--- config.mk ---
export PLATFORM = sky130hd
export DESIGN_NAME = alu_serial_sequencer
export DESIGN_NICKNAME = d
export VERILOG_FILES = /design/src/rtl/alu_serial_sequencer.sv
export SDC_FILE = /design/constraint.sdc
export NUM_CORES = 1
export LEC_CHECK = 0
export CORE_ASPECT_RATIO = 1.4
export CORE_MARGIN = 2
export CORE_UTILIZATION = 25
export CTS_BUF_LIST = sky130_fd_sc_hd__clkbuf_2 sky130_fd_sc_hd__clkbuf_4 sky130_fd_sc_hd__clkbuf_8
export DETAILED_ROUTE_END_ITERATION = 8
export HOLD_SLACK_MARGIN = 0.06
export PLACE_DENSITY = 0.49
export SLEW_MARGIN = 30
export SYNTH_ARGS = -nofsm -noshare
export SYNTH_HDL_FRONTEND = slang
export SYNTH_SLANG_ARGS = --single-unit
--- constraint.sdc ---
create_clock -name clk -period 2.15 [get_ports clk]
set_clock_uncertainty 0.15 [all_clocks]
set_input_delay 0.43 -clock clk [delete_from_list [all_inputs] [get_ports clk]]
set_output_delay 0.43 -clock clk [all_outputs]
set_load 0.05 [all_outputs]
--- src/rtl/alu_serial_sequencer.sv ---
`default_nettype none
// ============================================================================
// Module   : alu_serial_sequencer
// Purpose  : Multi-cycle front-end for an external 4-bit combinational
//            arithmetic stage. It performs 4*NIBBLES-bit arithmetic one
//            nibble per clock, using a registered carry chain, and returns
//            the wide result with carry and zero flags.
// Ports    : clk, rst_n          - clock, synchronous active-low reset
//            in_valid/in_ready   - operand handshake (in_a, in_b, in_op)
//            out_valid/out_ready - result handshake (out_result, out_carry,
//                                  out_zero)
//            AS_A/AS_B/AS_Ci/AS_S0/AS_S1 - drive to arithmetic stage
//            AS_AP/AS_Co         - sum nibble and carry from arithmetic stage
// Options  : ALU_SEQ_ZERO_FLAG_EN - when defined, out_zero is a registered
//            (result == 0) flag; otherwise out_zero is tied low.
// Revision : 1.0 - initial release
// ============================================================================
module alu_serial_sequencer #(
  parameter int NIBBLES = 4
) (
  input  logic                   clk,
  input  logic                   rst_n,
  input  logic                   in_valid,
  output logic                   in_ready,
  input  logic [4*NIBBLES-1:0]   in_a,
  input  logic [4*NIBBLES-1:0]   in_b,
  input  logic [2:0]             in_op,
  output logic                   out_valid,
  input  logic                   out_ready,
  output logic [4*NIBBLES-1:0]   out_result,
  output logic                   out_carry,
  output logic                   out_zero,
  output logic [3:0]             AS_A,
  output logic [3:0]             AS_B,
  output logic                   AS_Ci,
  output logic                   AS_S0,
  output logic                   AS_S1,
  input  logic [3:0]             AS_AP,
  input  logic                   AS_Co
);

  localparam int W     = 4 * NIBBLES;
  localparam int IDX_W = $clog2(NIBBLES);

  localparam logic [1:0] ST_IDLE = 2'd0;
  localparam logic [1:0] ST_RUN  = 2'd1;
  localparam logic [1:0] ST_DONE = 2'd2;

  logic [1:0]       state;
  logic [1:0]       state_next;
  logic [IDX_W-1:0] idx;
  logic [W-1:0]     a_reg;
  logic [W-1:0]     b_reg;
  logic [2:0]       op_reg;
  logic             carry_reg;
  logic [W-1:0]     result;
  logic             carry_out_reg;

  logic [W-1:0]     next_result;
  logic [3:0]       nib_a;
  logic [3:0]       nib_b;
  logic             last_nibble;

  assign last_nibble = (idx == IDX_W'(NIBBLES - 1));

  // --------------------------------------------------------------------------
  // State register
  // --------------------------------------------------------------------------
  always_ff @(posedge clk) begin
    if (!rst_n) begin
      state <= ST_IDLE;
    end else begin
      state <= state_next;
    end
  end

  // --------------------------------------------------------------------------
  // Next-state logic
  // --------------------------------------------------------------------------
  always_comb begin
    state_next = state;
    case (state)
      ST_IDLE: if (in_valid)    state_next = ST_RUN;
      ST_RUN:  if (last_nibble) state_next = ST_DONE;
      ST_DONE: if (out_ready)   state_next = ST_IDLE;
      default:                  state_next = ST_IDLE;
    endcase
  end

  // --------------------------------------------------------------------------
  // Nibble selection and result merge: nibble idx of the operands goes to the
  // stage, and the returned sum nibble is merged into the partial result.
  // --------------------------------------------------------------------------
  always_comb begin
    next_result = result;
    nib_a       = 4'h0;
    nib_b       = 4'h0;
    for (int i = 0; i < NIBBLES; i++) begin
      if (idx == IDX_W'(i)) begin
        next_result[i*4 +: 4] = AS_AP;
        nib_a                 = a_reg[i*4 +: 4];
        nib_b                 = b_reg[i*4 +: 4];
      end
    end
  end

  // --------------------------------------------------------------------------
  // Output logic
  // --------------------------------------------------------------------------
  always_comb begin
    in_ready  = (state == ST_IDLE);
    out_valid = (state == ST_DONE);
    AS_A      = 4'h0;
    AS_B      = 4'h0;
    AS_Ci     = 1'b0;
    AS_S0     = 1'b0;
    AS_S1     = 1'b0;
    if (state == ST_RUN) begin
      AS_A  = nib_a;
      AS_B  = nib_b;
      // The first nibble takes the op's carry-in; later nibbles take the
      // carry registered from the previous nibble.
      AS_Ci = (idx == '0) ? op_reg[0] : carry_reg;
      AS_S0 = op_reg[1];
      AS_S1 = op_reg[2];
    end
  end

  // --------------------------------------------------------------------------
  // Datapath registers
  // --------------------------------------------------------------------------
  always_ff @(posedge clk) begin
    if (!rst_n) begin
      idx           <= '0;
      a_reg         <= '0;
      b_reg         <= '0;
      op_reg        <= 3'b000;
      carry_reg     <= 1'b0;
      result        <= '0;
      carry_out_reg <= 1'b0;
    end else begin
      case (state)
        ST_IDLE: begin
          if (in_valid) begin
            a_reg  <= in_a;
            b_reg  <= in_b;
            op_reg <= in_op;
            idx    <= '0;
            result <= '0;
          end
        end
        ST_RUN: begin
          result    <= next_result;
          carry_reg <= AS_Co;
          if (last_nibble) begin
            idx           <= '0;
            carry_out_reg <= AS_Co;
          end else begin
            idx <= idx + 1'b1;
          end
        end
        default: ;
      endcase
    end
  end

  assign out_result = result;
  assign out_carry  = carry_out_reg;

`ifdef ALU_SEQ_ZERO_FLAG_EN
  logic zero_reg;

  // Evaluated on the merged result so the flag lands with the final nibble.
  always_ff @(posedge clk) begin
    if (!rst_n) begin
      zero_reg <= 1'b0;
    end else if ((state == ST_RUN) && last_nibble) begin
      zero_reg <= (next_result == '0);
    end
  end

  assign out_zero = zero_reg;
`else
  assign out_zero = 1'b0;
`endif

endmodule
`default_nettype wire
Word level (Yosys, flattened, before mapping)
Cells that the tools add are included.

Bits in registers: 57. Logic and storage cells: 61. Input bits: 44. Output and inout bits: 31.

Reductions and logical operators: 11. Add/sub/neg operators: 1. Mux-type cells: 27. Eq/ne operators: 11.

Operators by type and width (count): $mux W4 (14); $pmux W16 S2 (1); $mux W16 (1); $reduce_and A3 Y1 (5); $mux W2 (5); $ne A2 B2 Y1 const B (5); $eq A2 B2 Y1 const B (3); $pmux W2 S3 (1); $reduce_and A2 Y1 (3); $eq A2 B1 Y1 const B (2); $logic_not A2 Y1 (2); $mux W1 (4); $pmux W2 S2 (1); $add A2 B1 Y2 const B (1); $ne A2 B1 Y1 const B (1); $reduce_bool A2 Y1 (1).

Longest topological paths before layout
Gate-level depths: netlist of run 1.

Word-level depth: 6. Mapped depth: 7.

Worst setup path after synthesis of run 1
OpenSTA, ideal clock, no wires.

Kind: reg2out. Start point: register idx[1]. End point: output AS_A[1]. Arrival time: 2729 ps. Buffers on the path: 2. Stages on the path, launching flop included: 8. Path slack: -1159 ps. Path through: dfxtp_1 -> inv_1 -> ha_1 -> buf_2 -> nor2b_1 -> buf_2 -> a221oi_1 -> o41ai_1.

Word-level cells in the longest chain between the ends: 6. Elaborated cells between the ends (all ways): 9.

Ends and longest elaborated chain: from (decl) (line 51) `logic [IDX_W-1:0] idx;`; from (signal assigned) (line 159) `idx <= idx + 1'b1;`; $logic_not A2 Y1 (line 99) `if (idx == IDX_W'(i)) begin`; $mux W4 (3 in a row) (line 99); $mux W4 * (line 99); $mux W4 * (line 118) `if (state == ST_RUN) begin`; to (decl) (line 33) `output logic [3:0] AS_A,`.

Mark *: on every way between the ends. The rest lies on a longest branch, timed or not.

Worst setup path after layout of run 1
Start point: register idx[1]. End point: output AS_B[1].

Word-level cells in the longest chain between the ends: 6. Elaborated cells between the ends (all ways): 9.

Ends and longest elaborated chain: $logic_not A2 Y1 (line 99); $mux W4 (3 in a row) (line 99); $mux W4 * (line 99); $mux W4 * (line 118); to (decl) (line 34) `output logic [3:0] AS_B,`.

Marked as above.

==> flow_summary.yaml, run 1 <==
drt:
  wire_per_inst_um: 14.2
  wl_met2_um: 3700
  vias_per_cell: 4.48
  drc: 0
  vias: 2390
  dr.pass1.iters: 6
  wl_met1_um: 3460
  wl_um: 7600
  highest_layer: "met4"
  antenna_left: 0
  route.met3.wl_um: 357
  first_iter_violations: 79
final_layout:
  fill_cells: 986
  final_cells: 533
  drive_gt1_share_pct: 23.1
  syn_to_final_growth_pct: 64.2
  final_cell_area_um2: 4150
  final_core_util_pct: 42.1
  layout_commonest_cell: "nand2_1"
  diodes: 0
  nets: 444
  final_cell_mix: "nand2_1, clkdlybuf4s50_1, dfxtp_1"
timing:
  period_needed_ns: 2.44
  tightest_slew_ns: 0.506
  setup_ws_ns: -0.286
  maxSlewHeadroom_pct: 66.2
  hold_viol_final: 0
  max_freq_mhz: 411
  setup-violations-final: 8
  fin_setup_tns_ns: -2.07
  rsz0062_at_grt: "true"
  final.period_utilization_pct: 113
  hold_slack_ns: 0.303
  drv_slew: 0
pwr:
  p_per_area_nw_per_um2: 624
  irDropWorstVdd_v: 0.000262
  seq_power_share_pct: 44.1
  total_power_mw: 2.59
  p_leak_nw: 1.54
  pwr-share-comb_pct: 20.9
  p_sw_share_pct: 27.4
  p_clk_share_pct: 35.0
  p_int_mw: 1.88
  p_sw_mw: 0.710
global_routing:
  grt_pass1_vias: 2398
  grt.overflow.total: 0
  grt_use_total_pct: 14.7
  grt_max_degree: 36
  antenna_found_initial: 0
  grt_pass1_wl_um: 12100
placement:
  dp.cells: 514
  gp_congestion: 0.771
  dp_slack_ns: 0.00810
  dp_hpwl_um: 5200
  io_buffers: 73
  post_dp_cell_area_um2: 3830
setup_path:
  crit_path_max_incr_delay_ns: 0.35
  crit_start: "idx[1]$_SDFFE_PN0P_"
  start_kind: "flip-flop"
  worstReg2RegStart: "idx[1]$_SDFFE_PN0P_"
  worst_r2r_path_depth: 6
  timing.rr.end: "out_result[12]$_SDFFE_PN0P_"
  worstSetupPathType: "flip-flop to primary output"
  path_max_fanout: 4
  cp.required_ns: 1.57
  crit_arrival_ns: 1.86
  critPathSlowestCell: "dfxtp_4"
  r2r_slack_ns: 0.38
  endpoint_kind: "primary output"
  critical_path.cell_chain: "inv_2, ha_2, nor2b_4, buf_6, a221oi_1, buf_4, o41ai_4, buf_12"
floorplan:
  ios: 75
  die_w_um: 88.9
  core_area_um2: 9850
  start_util_pct: 25.6
  die_area_um2: 10900
  die_height_um: 123
  rows: 43
synth:
  ys_seq_elements: 57
  syn_inst: 307
  ys_seq_area_share_pct: 45.2
  synth.distinct_cells: 30
  syn_nets: 355
  yosysWarningCount: 0
  avgSynthCellArea_um2: 8.22
  synthesis.area_um2: 2520
clocking:
  cts_sinks: 57
  cts_root_buf: "clkbuf_8"
  path_clk_slew_ns: 0.06
  cts_tree: "done"
  htree_num_levels: 3
  cts_buffers: 9
  clock_latency_ns: 0.33
  clock_path_buffers: 2
min_path:
  holdPathEnd: "op_reg[2]$_SDFFE_PN0P_"
  hold_depth: 2
  hp-start: "op_reg[2]$_SDFFE_PN0P_"
  hp-class: "flip-flop to flip-flop"
job:
  cap_violations: 0
run_status:
  violations: "negative setup slack"
  status: "finished with violations"
[kinds of logic after synthesis]
| group | count (synthesis) | share of synthesized area, % |
|---|---|---|
| and+or+nand+nor | 138 | 24.7 |
| AOI/OAI and AO/OA | 75 | 21.8 |
| DFF | 57 | 45.2 |
| buffers and inverters | 31 | 5.75 |
| adders and majority gates | 4 | 1.98 |
| muxes | 1 | 0.396 |
| other | 1 | 0.149 |
[worst max-delay path: cells and delay by family (launching register included)]
| kind | cells | cell delay (ns) |
|---|---|---|
| buffers and inverters | 4 | 0.50 |
| AOI/OAI and AO/OA | 2 | 0.36 |
| DFF | 1 | 0.35 |
| adders and majority gates | 1 | 0.19 |
| and+or+nand+nor | 1 | 0.13 |
[metal layers]
layer  vias to the layer above  global-route usage (%)
li1                       1222                       -
met1                      1109                    18.5
met2                        53                    23.9
met3                         6                    3.67
met4                         0                    5.60
met5                         -                       0
[area by class of cell]
type / instances / area, um^2 / area share, %
Timing Repair Buffer: 104 / 1140 / 27.4
Tap cell: 135 / 169 / 4.07
Multi-Input combinational cell: 219 / 1500 / 36.3
Sequential cell: 57 / 1150 / 27.6
Clock buffer: 13 / 173 / 4.17
Inverter: 5 / 18.8 / 0.453
[what timing repair did]
action	CTS	global route
setup buffers	6	0
endpoints found under the hold margin	0	0
setup endpoints to repair	9	9
pin swaps	1	0
resized for setup	13	6
hold buffers	0	0
cloned	0	0
[power by group through the flow]
stage / logic (mW) / registers (mW) / clock network (mW)
after global placement: 0.509 / 1.16 / 0
after floorplan: 0.265 / 1.18 / 0
after CTS: 0.539 / 1.14 / 0.928
after detailed placement: 0.511 / 1.16 / 0
after global routing: 0.583 / 1.15 / 0.977
final: 0.540 / 1.14 / 0.907
[cells in the mapped netlist]
cell	instances	area, um^2
and2_1	2	12.5
inv_1	4	15.0
or3b_1	1	8.76
a221oi_1	8	70.1
a21oi_1	2	10.0
nand2_1	95	357
mux2i_1	1	10.0
ha_1	4	50.1
clkbuf_2	1	5.00
o22ai_1	12	75.1
a21boi_1	37	278
o41ai_1	8	70.1
nor2_1	2	7.51
a22oi_1	1	7.51
inv_2	1	3.75
conb_1	1	3.75
a21boi_0	2	15.0
buf_2	13	65.1
nand2_2	3	18.8
nand3b_1	3	22.5
nor2b_1	11	68.8
or4_1	4	30.0
clkbuf_1	9	33.8
and2b_1	1	7.51
buf_4	3	22.5
nand2b_1	3	18.8
nor3b_2	1	12.5
o21ai_0	5	25.0
dfxtp_1	57	1140
nand3_1	12	60.1
[worst max path at each step]
stage          cells past startpoint  slack, ns       to
3_3_place_gp                       8       0.03  AS_B[1]
2_1_floorplan                      6      -0.11  AS_A[2]
6_report                           8      -0.29  AS_B[1]
3_5_place_dp                       8      0.008  AS_B[1]
4_1_cts                            8      -0.31  AS_B[1]
5_1_grt                            8      -0.36  AS_B[0]
(Power assumes the default switching activity.)
==> run 2: changes to the inputs <==
- ABC_AREA: unset -> 1
==> run 2 against run 1 <==
The flow still finishes with violations (negative setup slack). Clock power rose by 7.8%. Sequential share of layout area rose by 1.6 points. Critical path depth did not move. Critical path type unchanged. Cell count rose by 7.1%. Worst hold slack got worse by 0.0014 ns. Largest power group unchanged. Register-to-register slack improved by 0.18 ns.
==> flow_summary.yaml, run 2 <==
run_status:
  status: "finished with violations"
  violations: "negative setup slack"
pwr:
  p_per_area_nw_per_um2: 711
  p_leak_nw: 1.63
  p_sw_mw: 0.833
  irDropWorstVdd_v: 0.000301
  p_clk_share_pct: 35.0
  p_int_mw: 1.96
  p_sw_share_pct: 29.8
  seq_power_share_pct: 42.2
  pwr-share-comb_pct: 22.8
setup_path:
  critPathSlowestCell: "dfxtp_4"
  path_buf_inv: 3
  crit_path_max_incr_delay_ns: 0.39
  start_kind: "flip-flop"
  worstReg2RegStart: "idx[0]$_SDFFE_PN0P_"
  path_max_fanout: 5
  endpoint_kind: "primary output"
  critical_path.cell_chain: "inv_4, ha_4, buf_6, a21oi_4, nand2_1, o211ai_1, nand2_1, buf_6"
  crit_arrival_ns: 1.63
  crit_start: "idx[1]$_SDFFE_PN0P_"
  r2r_slack_ns: 0.56
  path_delay_family: "flip-flops"
  worstSetupPathType: "flip-flop to primary output"
  cp.required_ns: 1.57
synth:
  synth_ff_type: "dfxtp_1"
  avgSynthCellArea_um2: 7.43
  syn_nets: 390
  synth_top_area_share_pct: 44.9
  synth.distinct_cells: 26
  yosys-top-cells-count: "nor2_1, nand2_1, dfxtp_1, o21ai_0, a21oi_1"
  synth_area_leaders: "dfxtp_1, nor2_1, nand2_1"
  synth_async_sr_flop_share_pct: 0
  synth_top_cell_by_area: "dfxtp_1"
  muxShareOfSynthArea_pct: 0
  ys_seq_area_share_pct: 44.9
  synth_fa_ha_area_share_pct: 1.97
  synth.most_common_cell: "nor2_1"
  synth-edff-count: 0
  synth_top_family_by_area: "simple AND/OR/NAND/NOR gates"
  syn_inst: 342
  synth_compound_area_share_pct: 16.3
  synthSimpleGateAreaFrac_pct: 29.4
  synthesis.area_um2: 2540
  yosysWarningCount: 0
  ys_seq_elements: 57
  synth-xor-area-share_pct: 0
drt:
  vias: 2470
  wire_per_inst_um: 13.7
  first_iter_violations: 102
  dr.pass1.iters: 4
  antenna_left: 0
  wl_um: 7810
  vias_per_cell: 4.33
  drc: 0
floorplan:
  core_area_um2: 9900
  ios: 75
  die_w_um: 89.2
  die_area_um2: 11000
  die_height_um: 123
  start_util_pct: 25.7
  rows: 43
min_path:
  hp-start: "op_reg[2]$_SDFFE_PN0P_"
  hp-class: "flip-flop to flip-flop"
final_layout:
  nets: 479
  layout_commonest_cell: "nor2_1"
  final_cell_mix: "nor2_1, nand2_1, clkdlybuf4s50_1"
  final_core_util_pct: 39.6
  drive_gt1_share_pct: 21.1
  diodes: 0
  syn_to_final_growth_pct: 54.5
  final_cell_area_um2: 3930
timing:
  setup_ws_ns: -0.0608
  tightest_slew_ns: 0.520
  max_freq_mhz: 452
  hold_viol_final: 0
  hold_slack_ns: 0.301
  final.period_utilization_pct: 103
  period_needed_ns: 2.21
  drv_slew: 0
  setup-violations-final: 8
  rsz0062_at_grt: "true"
  maxSlewHeadroom_pct: 65.2
clocking:
  clock_latency_ns: 0.34
  cts_sinks: 57
  clock_path_buffers: 2
  cts_buffers: 9
  htree_num_levels: 3
  cts_hold_buf: 0
  path_clk_slew_ns: 0.07
  cts_tree: "done"
  cts_root_buf: "clkbuf_8"
global_routing:
  grt_pass1_wl_um: 12400
  grt_max_degree: 44
  antenna_found_initial: 0
  grt_use_total_pct: 15.2
  grt.overflow.total: 0
  grt_pass1_vias: 2498
placement:
  io_buffers: 73
  post_dp_cell_area_um2: 3460
  gp_congestion: 0.816
  dp_hpwl_um: 5390
job:
  cap_violations: 0
run 2: changes by cell type after synthesis, moves of 11 or more:
cell	previous run	this run
o22ai_1	12	0
nor2_1	2	78
a21oi_1	2	29
nor2b_1	11	0
nand2_1	95	62
o21ai_0	5	39
a21boi_1	37	0
inv_1	4	15
run 2: tightest hold or removal path, delay by kind of cell (launching register included):
family	cells	cell delay [ns]
compound gates	1	0.06
buf+inv	1	0.06
flops	1	0.29
run 2: final cells by class:
| class | instances | area (um^2) |
|---|---|---|
| multi-input cells | 250 | 1310 |
| well taps | 135 | 169 |
| flip-flops and latches | 57 | 1150 |
| repair buffers | 94 | 1000 |
| fillers | 1058 | 5970 |
| clock buffers | 14 | 186 |
| clock inverters | 2 | 10.0 |
| inverters | 19 | 95.1 |
run 2: cells by family after synthesis:
logic type | Yosys count
AOI/OAI and AO/OA | 78
adders and majority gates | 4
buffers and inverters | 36
DFF | 57
other | 1
and+or+nand+nor | 166
run 2: power groups by stage:
stage | Combinational [mW] | Sequential (mW) | Clock, mW
floorplan | 0.306 | 1.24 | 0
global placement | 0.574 | 1.20 | 0
detailed placement | 0.576 | 1.20 | 0
CTS | 0.626 | 1.18 | 1.00
global route | 0.697 | 1.19 | 1.06
finish | 0.636 | 1.18 | 0.978
run 2: per-layer routing:
metal	track usage (%)	up-vias	share of wire, %
met5	0	-	0
met4	8.30	0	2.1
met3	4.07	12	5.3
met2	24.8	54	50
met1	17.9	1124	43
li1	-	1280	-
run 2: timing repair:
item                                   CTS  global route
buffers inserted                         7             2
gates cloned                             1             0
pin swaps                               24             9
setup endpoints to repair                9             9
resized for setup                       43             7
endpoints found under the hold margin    0             0
run 2: path summary, 6_finish.rpt:
kind / cells past startpoint / end
hold reg to reg: 2 / op_reg[2]$_SDFFE_PN0P_
hold / removal: 2 / op_reg[2]$_SDFFE_PN0P_
setup / recovery: 8 / AS_B[0]
setup reg to reg: 8 / out_result[14]$_SDFFE_PN0P_
run 2: per-stage QoR:
| step | total power [mW] | std cells | TNS (ns) | worst slack (ns) |
|---|---|---|---|---|
| finish | 2.79 | 571 | -0.417 | -0.0608 |
| global placement | 1.77 | 545 | 0 | 0.000216 |
| CTS | 2.81 | 569 | -0.530 | -0.0803 |
| global route | 2.94 | 571 | -1.07 | -0.148 |
| floorplan | 1.55 | 342 | 0 | 0.149 |
| detailed placement | 1.77 | 545 | -0.483 | -0.0840 |
==> run 3: changes to the inputs <==
- RECOVER_POWER: unset -> 100
==> run 3 against run 2 <==
The run still ends with negative setup slack left. Power is 0.21% lower. Clock power about the same. Count of clock-buffer cells in the layout unchanged. Critical endpoint unchanged. Highest routed layer unchanged.
==> flow_summary.yaml, run 3 (synthesis gave the netlist of run 2 again) <==
setup_path:
  start_kind: "flip-flop"
  worst_r2r_path_depth: 8
  r2r_slack_ns: 0.56
  path_delay_family: "flip-flops"
  critPathSlowestCell: "dfxtp_4"
  worstReg2RegStart: "idx[0]$_SDFFE_PN0P_"
  crit_arrival_ns: 1.63
  crit_path_max_incr_delay_ns: 0.39
  critical_path.cell_chain: "inv_4, ha_4, buf_6, a21oi_4, nand2_1, o211ai_1, nand2_1, buf_6"
  endpoint_kind: "primary output"
  path_buf_inv: 3
  timing.rr.end: "out_result[14]$_SDFFE_PN0P_"
  worstSetupPathType: "flip-flop to primary output"
  path_max_fanout: 5
  cp.required_ns: 1.57
placement:
  gp_congestion: 0.816
  dp.cells: 545
  dp_hpwl_um: 5390
  io_buffers: 73
drt:
  antenna_left: 0
  wire_per_inst_um: 13.7
  wl_um: 7820
  first_iter_violations: 106
  vias_per_cell: 4.33
  vias: 2472
  drc: 0
  dr.pass1.iters: 4
pwr:
  p_int_mw: 1.95
  p_sw_mw: 0.832
  irDropWorstVdd_v: 0.000301
  p_per_area_nw_per_um2: 715
  p_leak_nw: 1.61
  pwr-share-comb_pct: 22.6
  seq_power_share_pct: 42.3
  total_power_mw: 2.79
  p_clk_share_pct: 35.1
  p_sw_share_pct: 29.8
timing:
  period_needed_ns: 2.21
  hold_viol_final: 0
  tightest_slew_ns: 0.748
  maxSlewHeadroom_pct: 50.1
  rsz0062_at_grt: "true"
  final.period_utilization_pct: 103
  fin_setup_tns_ns: -0.412
  drv_slew: 0
  setup-violations-final: 8
  setup_ws_ns: -0.0603
  max_freq_mhz: 452
clocking:
  cts_tree: "done"
  htree_num_levels: 3
  clock_latency_ns: 0.34
  cts_root_buf: "clkbuf_8"
  cts_sinks: 57
  clock_path_buffers: 2
  cts_hold_buf: 0
  path_clk_slew_ns: 0.07
  cts_buffers: 9
min_path:
  hp-class: "flip-flop to flip-flop"
  holdPathEnd: "op_reg[2]$_SDFFE_PN0P_"
  hp-start: "op_reg[2]$_SDFFE_PN0P_"
  hold_depth: 2
floorplan:
  start_util_pct: 25.7
  ios: 75
  die_height_um: 123
  rows: 43
  die_w_um: 89.2
  core_area_um2: 9900
  die_area_um2: 11000
final_layout:
  final_cell_mix: "nor2_1, nand2_1, clkdlybuf4s50_1"
  layout_commonest_cell: "nor2_1"
  final_core_util_pct: 39.4
  drive_gt1_share_pct: 20.4
  nets: 479
  syn_to_final_growth_pct: 53.5
  diodes: 0
  fill_cells: 1063
  final_cells: 571
global_routing:
  grt_use_total_pct: 15.2
  grt.overflow.total: 0
  grt_pass1_wl_um: 12400
  grt_max_degree: 44
  antenna_found_initial: 0
  grt_pass1_vias: 2498
run_status:
  status: "finished with violations"
  violations: "negative setup slack"
job:
  cap_violations: 0
## run 3: changes by cell type in the layout (fill, tap and decap cells not counted), sizes merged
cell           before  now
buf                37   33
dlygate4sd3         0    1
clkdlybuf4s50      57   56
clkbuf             14   18
## run 3: worst max path at each step
stage	start	endpoint	slack [ns]	cells past startpoint
global placement	idx[1]$_SDFFE_PN0P_	AS_A[2]	0.0002	8
finish	idx[1]$_SDFFE_PN0P_	AS_B[0]	-0.06	8
CTS	idx[1]$_SDFFE_PN0P_	AS_B[2]	-0.08	8
detailed placement	idx[1]$_SDFFE_PN0P_	AS_B[2]	-0.08	8
floorplan	idx[0]$_SDFFE_PN0P_	AS_Ci	0.15	6
global route	idx[1]$_SDFFE_PN0P_	AS_B[0]	-0.15	8
## run 3: worst min-delay path, cell delays in order (launching register included)
cell	delay, ns
dfxtp_1	0.29
inv_1	0.06
a21oi_1	0.06
## run 3: layout make-up
type                            count  area (um^2)  area share, %
Timing Repair Buffer               94          978           25.1
Clock buffer                       14          186           4.78
Multi-Input combinational cell    250         1310           33.6
Clock inverter                      2         10.0          0.257
Tap cell                          135          169           4.33
Sequential cell                    57         1150           29.5
Inverter                           19         95.1           2.44
## run 3: through the flow
stage	area [um^2]	setup WS [ns]	hold WS (ns)
6_report	3900	-0.0603	0.303
5_1_grt	3900	-0.148	0.336
4_1_cts	3870	-0.0803	0.305
3_5_place_dp	3460	-0.0840	0.296
3_3_place_gp	3460	0.000216	0.289
2_1_floorplan	2540	0.149	0.279
## run 3: power groups by stage
stage | sequential [mW] | clock [mW] | combinational, mW
4_1_cts | 1.18 | 1.00 | 0.626
2_1_floorplan | 1.24 | 0 | 0.306
3_5_place_dp | 1.20 | 0 | 0.576
5_1_grt | 1.19 | 1.06 | 0.692
6_report | 1.18 | 0.977 | 0.630
3_3_place_gp | 1.20 | 0 | 0.574
## run 3: timing repair
item                       CTS  global route
setup endpoints to repair    9             9
pin swaps                   24             9
resized for setup           43             7
buffers inserted             7             2
cloned                       1             0
## run 3: routing by layer
metal | wire (um) | global-route usage [%]
met1 | 3350 | 17.9
met2 | 3910 | 24.8
met3 | 405 | 4.07
met4 | 163 | 8.30
met5 | 0 | 0
